[src/rtl/bus_responder.sv]
`default_nettype none
// ============================================================================
//  Module   : bus_responder
//  Purpose  : Asynchronous-strobe bus slave with a 16 x 32-bit register file
//             mapped into a 64-byte window. All bus inputs are brought into
//             the comm_clock domain through 2-flop synchronizers. The cycle
//             is acknowledged with DSACK1/DSACK0 (32-bit port) after a
//             programmable number of wait states.
//  Options  : BUS_RESPONDER_BERR_EN - when defined, misaligned accesses
//             (address[1:0] != 0) and writes to register 0 end with a bus
//             error instead of an acknowledge.
//  Ports    : comm_clock   - clock, rising edge
//             reset_n      - asynchronous active-low reset
//             bus_as_n     - address strobe (async, active low)
//             bus_ds_n     - data strobe (async, active low)
//             bus_rw       - 1 = read, 0 = write
//             bus_ad_in    - multiplexed address/data from the pins
//             bus_ad_out   - read data toward the pins
//             bus_ad_oe    - output enable for bus_ad_out
//             bus_data_dir - transceiver direction, 1 = FPGA to bus
//             bus_dsack_n  - DSACK1/DSACK0, active low
//             bus_berr_n   - bus error, active low
//  Revision : 1.0 - initial release
// ============================================================================
module bus_responder #(
    parameter logic [31:0] BASE_ADDR   = 32'hFFF00000,
    parameter logic [31:0] ADDR_MASK   = 32'hFFFFFFC0,
    parameter int unsigned WAIT_STATES = 2,
    parameter logic [31:0] ID_VALUE    = 32'h46494447
) (
    input  logic        comm_clock,
    input  logic        reset_n,
    input  logic        bus_as_n,
    input  logic        bus_ds_n,
    input  logic        bus_rw,
    input  logic [31:0] bus_ad_in,
    output logic [31:0] bus_ad_out,
    output logic        bus_ad_oe,
    output logic        bus_data_dir,
    output logic [1:0]  bus_dsack_n,
    output logic        bus_berr_n
);

    // ------------------------------------------------------------------------
    // State encoding
    // ------------------------------------------------------------------------
    localparam logic [2:0] C_IDLE    = 3'd0;
    localparam logic [2:0] C_DECODE  = 3'd1;
    localparam logic [2:0] C_WAIT_DS = 3'd2;
    localparam logic [2:0] C_WAIT    = 3'd3;
    localparam logic [2:0] C_ACK     = 3'd4;
    localparam logic [2:0] C_RELEASE = 3'd5;
`ifdef BUS_RESPONDER_BERR_EN
    localparam logic [2:0] C_ERR     = 3'd6;
`endif

    localparam logic [3:0] C_WAIT_LOAD = 4'(WAIT_STATES);

    // ------------------------------------------------------------------------
    // Input synchronizers (reset to the idle/negated level)
    // ------------------------------------------------------------------------
    logic        as_n_meta_q, as_n_sync_q;
    logic        ds_n_meta_q, ds_n_sync_q;
    logic        rw_meta_q,   rw_sync_q;
    logic [31:0] ad_meta_q,   ad_sync_q;

    always_ff @(posedge comm_clock or negedge reset_n) begin
        if (!reset_n) begin
            as_n_meta_q <= 1'b1;
            as_n_sync_q <= 1'b1;
            ds_n_meta_q <= 1'b1;
            ds_n_sync_q <= 1'b1;
            rw_meta_q   <= 1'b1;
            rw_sync_q   <= 1'b1;
            ad_meta_q   <= '0;
            ad_sync_q   <= '0;
        end else begin
            as_n_meta_q <= bus_as_n;
            as_n_sync_q <= as_n_meta_q;
            ds_n_meta_q <= bus_ds_n;
            ds_n_sync_q <= ds_n_meta_q;
            rw_meta_q   <= bus_rw;
            rw_sync_q   <= rw_meta_q;
            ad_meta_q   <= bus_ad_in;
            ad_sync_q   <= ad_meta_q;
        end
    end

    // ------------------------------------------------------------------------
    // Registered state and datapath
    // ------------------------------------------------------------------------
    logic [2:0]  state_q,  state_d;
    logic [31:0] addr_q,   addr_d;
    logic        rw_q,     rw_d;
    logic [31:0] wdata_q,  wdata_d;
    logic [3:0]  cnt_q,    cnt_d;
    logic        armed_q,  armed_d;
    logic [1:0]  settle_q, settle_d;
    logic [31:0] regs_q [0:15];
    logic [31:0] regs_d [0:15];

    logic [3:0]  w_idx;
    logic        w_selected;
    logic        w_start;
    logic        w_bad_access;
    logic        w_wr_en;
    logic [31:0] w_rdata;

    assign w_idx      = addr_q[5:2];
    assign w_selected = ((addr_q & ADDR_MASK) == BASE_ADDR);

    // A cycle may only start once AS has been observed high by a settled
    // synchronizer; this rejects a cycle that was already running when reset
    // was released and enforces AS-high between consecutive cycles.
    assign w_start = (state_q == C_IDLE) && armed_q && !as_n_sync_q;

`ifdef BUS_RESPONDER_BERR_EN
    assign w_bad_access = (addr_q[1:0] != 2'b00) || (!rw_q && (w_idx == 4'd0));
`else
    assign w_bad_access = 1'b0;
`endif

    // Register 0 is the read-only ID word; its flop slot is never written.
    assign w_wr_en = (state_q == C_WAIT) && (state_d == C_ACK) &&
                     !rw_q && (w_idx != 4'd0);
    assign w_rdata = (w_idx == 4'd0) ? ID_VALUE : regs_q[w_idx];

    // ------------------------------------------------------------------------
    // FSM: state register
    // ------------------------------------------------------------------------
    always_ff @(posedge comm_clock or negedge reset_n) begin
        if (!reset_n) begin
            state_q <= C_IDLE;
        end else begin
            state_q <= state_d;
        end
    end

    // ------------------------------------------------------------------------
    // FSM: next-state logic
    // ------------------------------------------------------------------------
    always_comb begin
        state_d = state_q;
        case (state_q)
            C_IDLE: begin
                if (w_start) state_d = C_DECODE;
            end
            C_DECODE: begin
                state_d = w_selected ? C_WAIT_DS : C_RELEASE;
            end
            C_WAIT_DS: begin
                if (as_n_sync_q)       state_d = C_IDLE;
                else if (!ds_n_sync_q) state_d = C_WAIT;
            end
            C_WAIT: begin
                if (as_n_sync_q) begin
                    state_d = C_IDLE;
                end else if (cnt_q == 4'd0) begin
`ifdef BUS_RESPONDER_BERR_EN
                    state_d = w_bad_access ? C_ERR : C_ACK;
`else
                    state_d = C_ACK;
`endif
                end
            end
            C_ACK: begin
                if (as_n_sync_q) state_d = C_RELEASE;
            end
`ifdef BUS_RESPONDER_BERR_EN
            C_ERR: begin
                if (as_n_sync_q) state_d = C_RELEASE;
            end
`endif
            C_RELEASE: begin
                if (as_n_sync_q) state_d = C_IDLE;
            end
            default: state_d = C_IDLE;
        endcase
    end

    // ------------------------------------------------------------------------
    // FSM: outputs (decoded from state so reset releases them immediately)
    // Data is driven only while WAIT/ACK of a read; RELEASE turns the
    // transceiver back around before the next cycle can start.
    // ------------------------------------------------------------------------
    always_comb begin
        bus_dsack_n  = 2'b11;
        bus_berr_n   = 1'b1;
        bus_ad_oe    = 1'b0;
        bus_data_dir = 1'b0;
        bus_ad_out   = '0;
        case (state_q)
            C_WAIT: begin
                if (rw_q) begin
                    bus_ad_oe    = 1'b1;
                    bus_data_dir = 1'b1;
                    bus_ad_out   = w_rdata;
                end
            end
            C_ACK: begin
                bus_dsack_n = 2'b00;
                if (rw_q) begin
                    bus_ad_oe    = 1'b1;
                    bus_data_dir = 1'b1;
                    bus_ad_out   = w_rdata;
                end
            end
`ifdef BUS_RESPONDER_BERR_EN
            C_ERR: begin
                bus_berr_n = 1'b0;
            end
`endif
            default: ;
        endcase
    end

    // ------------------------------------------------------------------------
    // Datapath next-value logic
    // ------------------------------------------------------------------------
    always_comb begin
        addr_d   = addr_q;
        rw_d     = rw_q;
        wdata_d  = wdata_q;
        cnt_d    = cnt_q;
        armed_d  = armed_q;
        regs_d   = regs_q;
        // Two cycles after reset the synchronizer holds real pin samples.
        settle_d = {settle_q[0], 1'b1};

        if (w_start) begin
            addr_d  = ad_sync_q;
            armed_d = 1'b0;
        end else if (settle_q[1] && as_n_sync_q) begin
            armed_d = 1'b1;
        end

        if ((state_q == C_WAIT_DS) && !as_n_sync_q && !ds_n_sync_q) begin
            rw_d    = rw_sync_q;
            wdata_d = ad_sync_q;
            cnt_d   = C_WAIT_LOAD;
        end else if ((state_q == C_WAIT) && (cnt_q != 4'd0)) begin
            cnt_d = cnt_q - 4'd1;
        end

        if (w_wr_en && !w_bad_access) begin
            regs_d[w_idx] = wdata_q;
        end
    end

    always_ff @(posedge comm_clock or negedge reset_n) begin
        if (!reset_n) begin
            addr_q   <= '0;
            rw_q     <= 1'b1;
            wdata_q  <= '0;
            cnt_q    <= '0;
            armed_q  <= 1'b0;
            settle_q <= 2'b00;
            for (int i = 0; i < 16; i++) begin
                regs_q[i] <= '0;
            end
        end else begin
            addr_q   <= addr_d;
            rw_q     <= rw_d;
            wdata_q  <= wdata_d;
            cnt_q    <= cnt_d;
            armed_q  <= armed_d;
            settle_q <= settle_d;
            regs_q   <= regs_d;
        end
    end

endmodule
`default_nettype wire

[config.mk]
export PLATFORM = sky130hd
export DESIGN_NAME = bus_responder
export DESIGN_NICKNAME = d
export VERILOG_FILES = /design/src/rtl/bus_responder.sv
export SDC_FILE = /design/constraint.sdc
export NUM_CORES = 1
export LEC_CHECK = 0
export ABC_CLOCK_PERIOD_IN_PS = 2350
export CAP_MARGIN = 15
export CORE_ASPECT_RATIO = 0.75
export CORE_MARGIN = 3
export CORE_UTILIZATION = 38
export CTS_CLUSTER_DIAMETER = 150
export DETAILED_ROUTE_END_ITERATION = 16
export DONT_BUFFER_PORTS = 1
export GPL_ROUTABILITY_DRIVEN = 0
export PLACE_DENSITY = 0.59
export SLEW_MARGIN = 40
export SYNTH_ARGS = -nofsm -noshare
export SYNTH_HDL_FRONTEND = slang
export SYNTH_SLANG_ARGS = --single-unit
[constraint.sdc]
create_clock -name comm_clock -period 2.35 [get_ports comm_clock]
set_input_delay 0.47 -clock comm_clock [delete_from_list [all_inputs] [get_ports comm_clock]]
set_output_delay 0.47 -clock comm_clock [all_outputs]
set_load 0.005 [all_outputs]
==> reports/results.ini <==
[status]
outcome = complete, but fails checks
failed_checks = negative setup slack

[clocking]
cts_tree = yes
clock_latency_ns = 0.62
cts.sinks = 646
path_clk_slew_ns = 0.06
clk_path_buf_depth = 3
cts_max_level = 3
cts_root_buf = clkbuf_16
numCtsBuffers = 67

[cells_and_area]
final_core_util = 0.502
insertedDiodeCount = 0
layoutNonFillerInstCount = 2965
design_area_um2 = 35400
area_growth_pct = 30.1
nFillCells = 5808
post_route_cells_drive_above_1_share = 0.553
nets = 2006
final_common_cell = dfrtp_1
mostFrequentLayoutCells = 637 x dfrtp_1, 381 x mux2_2, 129 x mux2_4

[yosys]
synthTopCellsByArea = dfrtp_1 59%, mux2_2 21%, mux4_2 9.5%
yosysWarnings = 0
synth_cell_types = 47
synth_edf_count = 0
synth_top_area_share = 0.589
synthesis.instances = 1773
ys_seq_area_frac = 0.595
syn_area_per_cell_um2 = 15.3
syn_area_um2 = 27200
yosysTopAreaCell = dfrtp_1
ys_ff_latch = 646
synthArstFlopShare = 1.00
synth_top_flop_cell = dfrtp_1

[sta]
max-slew-margin-rel = 0.439
grt_setup_unrepaired = true
fin_ws_ns = -0.658
skew_ns = 0.0266
max_freq_ghz = 0.332
setup_tns_ns = -78.27
min_period_over_period = 1.28
report.final.hold_viol_count = 0
max_slew.worst_pin.slew_ns = 0.841
setup_viol_count_final = 696
maxSlewViolCount = 0
fin_crit_ns = 3.01

[place]
dp_hpwl_mm = 41.0
postPlaceCellArea_um2 = 29500
io_buffer_count = 0
dp_cells = 2707

[floorplanning]
core_um2 = 70400
die_area_um2 = 74800
ios = 74
start_util = 0.386
fp.dieW_um = 315
die_height_um = 238
placementRows = 84

[power_and_ir_drop]
leakagePower_nw = 16.6
total_power_mw = 30.3
vdd_ir_drop_max_v = 0.000731
power.density_nw_per_um2 = 856

[routing]
via_per_inst = 5.57
route.detailed.drc = 0
drt-initial-drc-count = 1301
routed_wl_mm = 79.7
postRouteAntennaNets = 0
num_vias = 16500
wire_per_inst_um = 26.9
dr.pass1.iters = 5

[global_routing]
use_met2 = 0.309
track_usage = 0.206
antenna_found_initial = 1
busiest_layer = met2
grtUsageMet1 = 0.302
use_met3 = 0.0437
grt_pass1_wl_mm = 115
grt-ovfl-total = 0
grt_start_max_net_pins = 647
grt_pass1_vias = 17400

[setup_path]
worstPathMaxFanout = 8
cp-end-kind = output pin
cp_data_required_time_ns = 1.88
critPathKind = reg2out
cp_data_arrival_time_ns = 2.54
start_kind = flip-flop

[min_path]
hp-class = in2async

[job]
max-cap-violations = 0

==> per-stage QoR <==
| stage | hold slack, ns | worst slack, ns |
|---|---|---|
| 3_3_place_gp | 0.231 | -0.240 |
| 5_1_grt | 0.199 | -0.750 |
| 4_1_cts | -0.424 | -0.688 |
| 3_5_place_dp | 0.234 | -0.286 |
| 6_report | 0.213 | -0.658 |
| 2_1_floorplan | 0.174 | -0.132 |
==> final timing paths <==
path / slack (ns) / to / cells after the start / startpoint
max: -0.66 / bus_ad_out[6] / 7 / addr_q[2]
min: 0.21 / regs_q[283] / 1 / reset_n
max reg2reg: -0.32 / regs_q[141] / 9 / cnt_q[0]
min reg2reg: 0.33 / ad_sync_q[16] / 0 / ad_meta_q[16]
max in group asynchronous: -0.10 / addr_q[6] / 4 / reset_n
min in group comm_clock: 0.33 / ad_sync_q[16] / 0 / ad_meta_q[16]
==> what timing repair did <==
item                       4_1_cts  5_1_grt
hold buffers                    35        1
setup endpoints to repair      207      514
hold endpoints to repair       681       57
cloned                          26       19
pin swaps                       41       28
setup buffers                   55       12
gates resized for setup        272      107
==> registers in the layout, indices dropped and copies added, names as in the netlist <==
signal / flops
as_n_sync_q: 1
settle_q: 2
addr_q: 30
state_q: 3
armed_q: 1
cnt_q: 4
ds_n_sync_q: 1
ad_meta_q: 32
as_n_meta_q: 1
rw_meta_q: 1
ad_sync_q: 32
rw_q: 1
wdata_q: 32
rw_sync_q: 1
ds_n_meta_q: 1
regs_q: 503
==> where the power goes <==
group | internal, mW | total (mW) | switching (mW)
sequential | 11.5 | 11.7 | 0.257
clock | 6.85 | 11.4 | 4.57
combinational | 3.36 | 7.09 | 3.73
==> critical path: stages, from the launching register on <==
cell and delay [ns]:
dfrtp_4 0.47, buf_12 0.18, buf_4 0.14, mux4_2 0.51
a22oi_2 0.19, a31oi_2 0.12, buf_4 0.17, buf_4 0.13
==> Yosys cell counts, types with 4 or more instances <==
cell,number
buf_1,37
a31oi_1,4
nand2_1,117
mux4_2,115
buf_2,26
a21oi_1,25
nand4_1,5
a211oi_1,29
dfstp_2,7
nor2_1,11
nand3_1,4
buf_4,9
mux2_2,503
dfrtp_1,639
a22oi_1,43
nor3b_1,12
mux2i_1,23
mux2_1,7
o21ai_0,6
clkbuf_1,99
inv_1,10
==> per-layer routing <==
layer,vias to the layer above,wire (um)
met2,497,35300
li1,6873,-
met5,-,0
met3,126,5270
met4,0,2150
met1,9010,36900
==> logic make-up after synthesis <==
kind of cell,share of synthesized area
AOI/OAI and AO/OA,0.0298
adders and majority gates,0.000921
and+or+nand+nor,0.0301
DFF,0.595
muxes,0.315
other,0.000138
buffers and inverters,0.0274
xor gates and xnor gates,0.000967
==> area by class of cell <==
class                      instances  area, um2  share of cell area
sequential                       646      16200               0.458
multi-input combinational        947      11400               0.323
timing repair buffer             295       4170               0.118
clock buffer                      91       1950              0.0551
tap                              946       1180              0.0335
clock inverter                    30        425              0.0120
inverter                          10       37.5             0.00106
Power figures use the tool's default switching activity.
